`src/rtl/sipo_word_collector.sv`:
```
// Serial-in parallel-out word collector: shifts in one bit per qualified clock
// and hands each completed WIDTH-bit word to a one-entry valid/ready register.
module sipo_word_collector #(
  parameter int WIDTH     = 4,
  parameter bit MSB_FIRST = 1'b1
) (
  input  logic             clk,
  input  logic             rst_n,
  input  logic             sin,
  input  logic             sin_valid,
  input  logic             resync,
  output logic [WIDTH-1:0] dout,
  output logic             dout_valid,
  input  logic             dout_ready,
  output logic             overrun,
  input  logic             ovr_clr,
  output logic [5:0]       bit_cnt
);

  typedef enum logic {
    EMPTY = 1'b0,
    FULL  = 1'b1
  } out_state_t;

  out_state_t       state_q;
  out_state_t       state_d;
  logic [WIDTH-1:0] sr;
  logic [WIDTH-1:0] shifted;
  logic             take_bit;
  logic             complete;
  logic             load;
  logic             drop;

  // Shifted value already contains this edge's bit, so a completed word can be
  // loaded into dout on the same edge as its last bit.
  generate
    if (MSB_FIRST) begin : g_msb
      assign shifted = {sr[WIDTH-2:0], sin};
    end else begin : g_lsb
      assign shifted = {sin, sr[WIDTH-1:1]};
    end
  endgenerate

  assign take_bit   = sin_valid && !resync;
  assign complete   = take_bit && (bit_cnt == 6'(WIDTH - 1));
  assign dout_valid = (state_q == FULL);

  always_ff @(posedge clk) begin
    if (!rst_n) begin
      state_q <= EMPTY;
    end else begin
      state_q <= state_d;
    end
  end

  // A full register accepts a new word only if the consumer takes the old one
  // on the same edge; otherwise the new word is dropped.
  always_comb begin
    state_d = state_q;
    load    = 1'b0;
    drop    = 1'b0;
    case (state_q)
      EMPTY: begin
        if (complete) begin
          load    = 1'b1;
          state_d = FULL;
        end
      end
      FULL: begin
        if (complete) begin
          if (dout_ready) begin
            load = 1'b1;
          end else begin
            drop = 1'b1;
          end
        end else if (dout_ready) begin
          state_d = EMPTY;
        end
      end
      default: begin
        state_d = EMPTY;
      end
    endcase
  end

  always_ff @(posedge clk) begin
    if (!rst_n) begin
      sr      <= '0;
      bit_cnt <= '0;
      dout    <= '0;
      overrun <= 1'b0;
    end else begin
      if (resync) begin
        sr      <= '0;
        bit_cnt <= '0;
      end else if (sin_valid) begin
        sr      <= shifted;
        bit_cnt <= complete ? 6'd0 : bit_cnt + 6'd1;
      end
      if (load) begin
        dout <= shifted;
      end
      // A drop on the same edge as a clear request leaves the flag set.
      if (drop) begin
        overrun <= 1'b1;
      end else if (ovr_clr) begin
        overrun <= 1'b0;
      end
    end
  end

endmodule

```
`config.mk`:
```
export PLATFORM = sky130hd
export DESIGN_NAME = sipo_word_collector
export DESIGN_NICKNAME = d
export VERILOG_FILES = /design/src/rtl/sipo_word_collector.sv
export SDC_FILE = /design/constraint.sdc
export NUM_CORES = 1
export LEC_CHECK = 0
export ABC_AREA = 1
export CAP_MARGIN = 20
export CORE_AREA = 2 2 39 41
export CTS_CLUSTER_SIZE = 25
export DETAILED_ROUTE_END_ITERATION = 7
export DIE_AREA = 0 0 41 43
export DONT_BUFFER_PORTS = 1
export PLACE_DENSITY = 0.66
export SLEW_MARGIN = 10
export SYNTH_ARGS = -nofsm -noshare
export SYNTH_HDL_FRONTEND = slang
export SYNTH_SLANG_ARGS = --single-unit
```
`constraint.sdc`:
```
create_clock -name clk -period 1.1 [get_ports clk]
set_input_delay 0.11 -clock clk [delete_from_list [all_inputs] [get_ports clk]]
set_output_delay 0.11 -clock clk [all_outputs]
set_load 0.02 [all_outputs]
```
# Word level (Yosys, flattened, before mapping)
# Index checks and enable logic that the tools add are counted.
# Widths: inputs -> output; s select.
# classes
order_cmp	0
n_div	0
bitwise	2
n_eq_ne	1
reduce_logical	5
mux	12
add_sub_neg	1
shift	0
mul	0
# op_table
cell	count
$mux 1	9
$add 6x1->6 const B	1
$eq 6x2->1 const B	1
$mux 6	1
$pmux 1 s2	2
$logic_and 1x1->1	2
$not 1->1	2
$reduce_bool 2->1	1
$reduce_or 2->1	1
$logic_not 1->1	1
# totals
mem_count	0
latchBits	0
rom_bits	0
regBits	15
input_bits	7
ramBits	0
elab_cells	26
output_inout_bits	12

# Logic depth before layout (Yosys ltp)
# Gate-level depths: netlist of run 1.
# logic_depth
word_depth	6
ltp_mapped	9
depth_no_buf	8

# Worst setup path after synthesis of run 1
# OpenSTA, ideal clock, no wires.
# synth_timing
kind	register to register
start	reg bit_cnt[0]
end	reg dout[0]
path_stages_with_launch	10
arrival_ps	1192
setup_time_ps	115
period_less_slack_ps	1307
path_buffers	1
slack_ps	-207
required_ps	985
path_cell_list	dfxtp_1 -> ha_1 -> nand2_2 -> inv_2 -> nand2_2 -> nor2_4 -> buf_6 -> nand3_1 -> nand2_1 -> nor2_1
# synth_between
elab_chain_cells	4
word_cells_on_any_way	5
cone_classes	eq/ne (1); mux (3); reduce/logical (1)
# synth_lines
item	line_no	rtl
start, declared	17	output logic [5:0] bit_cnt
start signal, assigned	98	bit_cnt <= complete ? 6'd0 : bit_cnt + 6'd1;
$eq 6x2->1 *	45	assign complete = take_bit && (bit_cnt == 6'(WIDTH - 1));
$logic_and 1x1->1 *	45	
$mux 1, on equally long branches	70, 64	
$pmux 1 s2 *	62	case (state_q)
end signal, assigned	101	dout <= shifted;
end, declared	12	output logic [WIDTH-1:0] dout,
# Mark *: on every way between the ends. The rest lies on a longest branch, timed or not.
# A chain may end at the register's enable or synchronous reset.

# Worst setup path in the final report of run 1
# layout_timing
start	reg bit_cnt[0]
end	reg dout[1]
# Same word-level chain as after synthesis.

==> summary.md, run 1 <==
Reg-to-reg startpoint: bit_cnt[0]$_SDFFE_PP0P_. The kind of critical path is reg -> reg. The die boundary height was 43 um. The run gives 1.42 ns as the data arrival time of the critical path. In this run the power spent charging and discharging nets is 0.0002025 W. The largest fanout on the critical path is 8. The final reports fail on negative setup slack.

The number of antenna-violating nets in the routed design is 0. The signed area change from the synthesized netlist to the final layout is 38.51%. Global-route congestion overflow total: 0. The flow ran to the end, but the final reports show violations. Measured against its own limit, the worst slew margin works out to 82.05%. For this configuration, the core starts out at a cell density of 47.20%. 0 antenna diodes ended up in the layout.

The internal portion of the total power is 0.0007118 W. The later pin in the worst-skew pair is clocked with a latency of 0.27 ns. The number of nets in the synthesized netlist is 95. TritonCTS built the clock tree. CTS saw 15 sinks. The post-route clock period utilization is 108.7%, and the remaining design rule violation count is 0.

For the global routing usage on met2, the log shows 26.56%. The library cell used most frequently in the layout, excluding fill and tap cells, is dfxtp_1. Number of global-route vias before repair: 535. Across every metal layer, demand over resource in global routing totals 16.97%. For the pin with the worst max-slew slack, the measured transition is 0.2689 ns.

The layer flagged by global routing as most heavily used is met2. The tools report the number of fillers in the final layout as 127. The number of hold violations in the final report was 0; the mean cell area of the mapped netlist was 7.507 um2.

In this run the register-to-register setup slack is -0.1 ns. The number of vias in the routed layout was 617; the max capacitance violation total was 0. At the end of routability-driven placement, the weighted congestion stood at 0.7328. Global routing consumed, on the met3 layer, 4.712% of the routing resources. The logs give 0.0009143 W for the total chip power and 3 for the number of buffers inserted during clock tree synthesis. Clock network fraction of design power: 33.3%.

The floorplan has 14 rows. Before CTS, the worst setup slack after placement is -0.05364 ns. The HPWL after detailed placement is 952.9 um. The via count normalized by instance count works out to 4.976. The summed negative setup slack over all endpoints came out at -0.6939 ns.

For this run, the top clock speed supported by timing is 836.4 MHz. Counting along the longest clock path gives a buffer depth of 2. In the global route stage, met1 resource usage came out at 20.33%. Summed over all cells, the static leakage comes to 0.3823 nW. Across the routed clock network, the largest skew measured is 0.002081 ns. For this design the top-level I/O count stands at 19. The worst endpoint required time came out at 1.32 ns. Number of iterations in the first detailed-routing pass: 2. The run gives 2035 um as the global-route wire length before repair. The switching power as a share of total power came out at 22.15%. For the number of antenna violations at the first check in global routing, the log shows 0. Input and output buffers added on the ports amount to 0. Of the post-synthesis cell area, the dominant cell type holds 45.98%. The peak supply drop is 558.4 uV, and the cell area after synthesis is 653.1 um2. The setup-violating endpoint count in the final report is 10. Setup repair after global routing could not meet its margin everywhere.

For this block, the routed nets add up to 1395 um of wire. The hold path startpoint was sin_valid. Entering global routing, the biggest net connects 10 pins.

The final number of max-transition violations is 0. The finished cells cover 904.6 um2. The cell at the root of the clock tree is clkbuf_4.

The Yosys step of the flow raised 0 warnings. For the first-iteration detailed-routing DRC count, the log shows 8. The worst min-delay path class was in -> reg.

In this run the power density over the cells is 1011 mW/mm2. The cell type contributing the most total cell area after synthesis is dfxtp_1. The worst reg2reg path depth was 8; the average routed wire per standard cell was 11.25 um. The run gives 45.98% as the sequential cell area fraction in the yosys report. The final worst setup slack was -0.09566 ns. The worst register-to-register path ends at dout[1]$_SDFFE_PN0P_.

The cell count after synthesis came out at 87. The tools report the standard cell area after detailed placement as 773.2 um2. Clock-pin slew was measured on the worst setup and hold paths at 0.09 ns.

The worst setup path is launched from a flop. The number of cells on the worst hold path was 3. End-of-flow core utilization: 65.37%. The number of different library cells used by synthesis comes to 18.

The region available for standard cell placement spans 0.001384 mm2. Combinational logic burns 6.5% of the power. After synthesis, the cell types taking the most area are dfxtp_1 (46%), a21oi_1 (7.7%), nand2_1 (7.5%).

In the final layout, the share of cells above drive strength 1 is 32.41%. The final-stage net count is 117. STA classifies the critical path endpoint as a flop. The time the worst path needs with I/O delays and setup came out at 1.196 ns. Destination of the worst hold path: bit_cnt[0]$_SDFFE_PP0P_. In this run, flip-flops and latches consume 60.2% of the power. The number of H-tree levels was 1; the register bit total from synthesis was 15.

Area enclosed by the die boundary: 0.001763 mm2. The top cell types in the final layout, fill and taps aside, are dfxtp_1 (13), inv_1 (12), nand2_1 (12), buf_4 (12), nor2_1 (11). The die width works out to 41 um.
power groups by stage:
stage	clock network, W	registers [W]	logic [W]
after floorplan	0	0.000566	0.0000289
after global placement	0	0.000563	0.0000426
after detailed placement	0	0.000563	0.0000434
after CTS	0.000317	0.000550	0.0000593
after global routing	0.000348	0.000551	0.0000660
final	0.000305	0.000550	0.0000593
worst max path at each step:
stage,start,endpoint,slack (ns)
floorplan,bit_cnt[1]$_SDFFE_PP0P_,dout[0]$_SDFFE_PN0P_,-0.04
global placement,bit_cnt[1]$_SDFFE_PP0P_,bit_cnt[5]$_SDFFE_PP0P_,-0.04
detailed placement,bit_cnt[1]$_SDFFE_PP0P_,dout[1]$_SDFFE_PN0P_,-0.05
CTS,bit_cnt[1]$_SDFFE_PP0P_,dout[2]$_SDFFE_PN0P_,-0.08
global route,bit_cnt[0]$_SDFFE_PP0P_,bit_cnt[0]$_SDFFE_PP0P_,-0.16
finish,bit_cnt[0]$_SDFFE_PP0P_,dout[1]$_SDFFE_PN0P_,-0.1
metrics by stage:
| step | std cells | hold slack, ns |
|---|---|---|
| 2_1_floorplan | 87 | 0.1994 |
| 3_3_place_gp | 114 | 0.2024 |
| 3_5_place_dp | 114 | 0.2055 |
| 4_1_cts | 124 | 0.02808 |
| 5_1_grt | 124 | 0.03979 |
| 6_report | 124 | 0.02998 |
synth_stat cells:
cell	count
dfxtp_1	15
nand2_1	13
inv_1	12
nor2_1	12
a21oi_1	10
nand3_1	8
nand2_2	3
o21ai_0	3
xor2_1	2
a21oi_2	1
buf_6	1
clkinv_1	1
ha_1	1
inv_2	1
nand4_1	1
nor2_4	1
or2_2	1
xnor2_1	1
cell families after synthesis:
kind of cell,after synthesis,share of synthesized area [%]
flip-flops,15,45.98
AO/OA/AOI/OAI,14,11.30
adder cells (fa/ha/maj),1,1.915
buffers and inverters,15,9.768
AND/OR/NAND/NOR,39,27.01
XOR/XNOR,3,4.024
registers in the layout, summed over array words and instances (netlist names):
register,cells
bit_cnt,6
dout,4
sr,3
dout_valid,1
overrun,1
routing by layer:
metal / share of wire (%) / wire length [um]
met2: 51 / 717
met3: 4.9 / 68
met1: 43 / 594
met4: 1.1 / 15
met5: 0 / 0
critical path, cell delays in order, from the launching register on:
cell     delay, ns
dfxtp_4       0.36
ha_4          0.14
nand2_4       0.05
inv_4         0.06
nand2_4       0.04
nor2_4        0.20
buf_6         0.14
a21oi_2       0.05
nor2_1        0.10
area by class of cell:
class | count | area (um2) | share of cell area, %
inverter | 14 | 56.30 | 6.224
multi-input combinational | 57 | 341.6 | 37.76
timing repair buffer | 18 | 152.6 | 16.87
sequential | 15 | 307.8 | 34.02
clock buffer | 4 | 26.28 | 2.905
tap | 16 | 20.02 | 2.213
timing repair:
item	in CTS	in global routing
resized for setup	4	9
hold buffers	4	0
buffers inserted	2	0
setup endpoints to repair	8	12
pin swaps	1	8
endpoints found under the hold margin	9	0
(Power assumes the default switching activity.)
==> run 2, diff against run 1 <==
REMOVE_ABC_BUFFERS = 1   (was unset)
==> run 2 against run 1 <==
Net effect: the flow still finishes with violations (negative setup slack); fmax increased by 1.9%; die area unchanged; clock power increased by 2%; final area decreased by 2.5%; register-to-register slack improved by 0.02 ns; critical endpoint unchanged; highest routed layer unchanged.
==> summary.md, run 2 (same netlist as run 1, synthesis figures left out) <==
In the layout the commonest cells are dfxtp_1 (13), nand2_1 (12), buf_4 (12), inv_1 (11), nor2_1 (11). Once the floorplan was initialized, standard cells occupied 47.20% of the core. In this run the remaining antenna-violating nets after routing total 0. The run gives 0.7176 as the final weighted congestion in routability-driven placement. Entering global routing, the biggest net connects 10 pins.

The tools report the data arrival time of the critical path as 1.35 ns. The via count normalized by instance count is 4.895, and the count of antenna diodes in the layout is 0. The final number of max-transition violations came out at 0. Counting flops per register, the top entry is bit_cnt. The layout has 116 filler cells.

In this run the most critical hold path is launched from rst_n. The peak supply drop is 751.8 uV. In the final layout, the registers with the most flip-flops are bit_cnt: 6 flops, dout: 4 flops, sr: 3 flops. The largest fanout on the critical path was 7.

For hold timing, the worst endpoint is bit_cnt[3]$_SDFFE_PP0P_. The placed wire-length estimate after detailed placement came out at 1019 um. The run finished, with violations left. For the worst setup path, the data required time is 1.28 ns. Critical path capture point type: a flop.

Setup repair after global routing could not meet its margin everywhere. Max-cap violations in this run came to 0. Leaving out filler cells and counting taps, the final layout contains 124. The longest clock path from root to sink contains 2 buffers. The root buffer cell chosen for the clock tree is clkbuf_4. The tree built by TritonCTS fans out to 15 sinks. The first-iteration detailed-routing DRC count is 22. The worst path uses 106.7% of the clock period.

The number of vias in the routed layout came out at 607. Headroom to the max-slew limit came out at 83.42%. The final worst setup slack was -0.07376 ns.

For the area enclosed by the die boundary, the log shows 0.001763 mm2. For this run, the post-layout net count is 117. The number of flip-flops under the largest register name was 6; the average routed wire per standard cell was 11.48 um. The first global-routing pass estimated 2249 um of wire. The upper clock frequency limit was 852.0 MHz. The final reports fail on negative setup slack.

Counting cells, the worst reg-to-reg path comes to 9. The number of H-tree levels was 1. Measured along the y axis, the die boundary spans 43 um. The setup path with the least slack is of type reg -> reg. The reg-to-reg startpoint was bit_cnt[1]$_SDFFE_PP0P_. At the placement stage, the worst setup path has a slack of -0.1501 ns. Between clock sinks in the finished design, the worst skew comes to 0.0005508 ns. The number of rows created at floorplan was 14; the total chip power was 0.0009280 W. The signed area change from the synthesized netlist to the final layout was 35.06%.

The ratio of cells with drive above 1 in the final layout was 29.63%. The most common cell after layout, fill and taps aside is dfxtp_1. Along the worst hold path, the cell count comes to 2. Counting the buffers created by CTS gives 3. The number of global-route vias before repair is 584, and the worst-margin pin slew is 0.2483 ns.

The floorplan step set the die width to 41 um. The analysis attributes to cell leakage a power of 0.3776 nW. The worst register-to-register path has a setup slack of -0.07 ns. Across all hold checks on the routed design, the worst slack comes to 0.03064 ns.

Setup violations remaining at the end of the flow were counted as 10. The run gives 1424 um as the wire length reported by the detailed router. TritonCTS built the clock tree.

The critical path starts at bit_cnt[1]$_SDFFE_PP0P_. For this design the ratio of total power to cell area is 1052 mW/mm2. In this run the tool buffered the top-level ports with 0 buffer cells. The worst register-to-register path ends at dout[1]$_SDFFE_PN0P_.

For the number of antenna violations at the first check in global routing, the log shows 0. The clock insertion delay at the later pin of the skew report came out at 0.28 ns. The worst min-delay path class was in -> reg.

The number of hold violations in the final report was 0; the clock transition at the registers of the reported paths was 0.08 ns. The logs give 19 for the number of placed I/O pins and 0.001384 mm2 for the core footprint. For this run, the detailed router's first-pass iteration total came to 3.

The global-route congestion overflow total came out at 0. The startpoint class of the critical path was a flop. The time the worst path needs with I/O delays and setup is 1.174 ns.

The remaining design rule violation count was 0. For this run, the total global-route usage over all layers was measured as 19.01%. In this run, placement finished with an instance count of 112.
run 2: changes by cell type in the layout (fill, tap and decap cells not counted), moves of 2 or more:
| cell | change |
|---|---|
| dfxtp_2 | +2 |
| a21oi_1 | +3 |
| buf_6 | -2 |
| inv_2 | +3 |
| a21oi_2 | -3 |
| dfxtp_4 | -2 |
run 2: routing by layer:
| layer | GRT usage (%) | routed length (um) | up-vias |
|---|---|---|---|
| li1 | - | - | 312 |
| met1 | 21.38 | 592 | 277 |
| met2 | 30.00 | 724 | 13 |
| met3 | 6.283 | 77 | 5 |
| met4 | 10.00 | 29 | 0 |
| met5 | 0 | 0 | - |
run 2: power breakdown:
group          switching [W]  internal (W)
clock network       0.000170      0.000141
logic              0.0000344     0.0000284
registers         0.00000451      0.000549
run 2: worst max-delay path by stage:
stage	cells past startpoint	end	slack [ns]
2_1_floorplan	8	bit_cnt[5]$_SDFFE_PP0P_	-0.23
3_3_place_gp	8	bit_cnt[0]$_SDFFE_PP0P_	-0.10
3_5_place_dp	8	bit_cnt[0]$_SDFFE_PP0P_	-0.15
4_1_cts	9	dout[1]$_SDFFE_PN0P_	-0.10
5_1_grt	9	dout[1]$_SDFFE_PN0P_	-0.17
6_report	9	dout[1]$_SDFFE_PN0P_	-0.07
run 2: per-stage QoR:
step,util (%),cell area [um2],TNS (ns)
6_report,63.74,882.1,-0.5504
5_1_grt,63.74,882.1,-1.377
4_1_cts,60.40,835.8,-0.5419
3_5_place_dp,53.25,737.0,-0.8761
3_3_place_gp,53.25,737.0,-0.5776
2_1_floorplan,-,641.9,-2.078
run 2: worst max-delay path, stage by stage, from the launching register on:
cell,delay (ns)
dfxtp_2,0.36
ha_4,0.14
nand2_4,0.04
inv_2,0.05
nand2_2,0.05
nor2_4,0.13
buf_12,0.13
nand3_2,0.05
nand2_1,0.07
nor2_1,0.05
run 2: layout make-up:
type,count,area (um2),share of cell area [%]
well taps,16,20.02,2.270
multi-input cells,57,320.3,36.31
clock buffers,4,26.28,2.979
inverters,14,52.55,5.957
repair buffers,18,160.2,18.16
flip-flops and latches,15,302.8,34.33
run 2: what timing repair did:
action,in CTS,in global routing
resized for setup,3,8
setup endpoints to repair,10,11
hold buffers,4,1
pin swaps,1,5
setup buffers,2,1
endpoints found under the hold margin,9,4
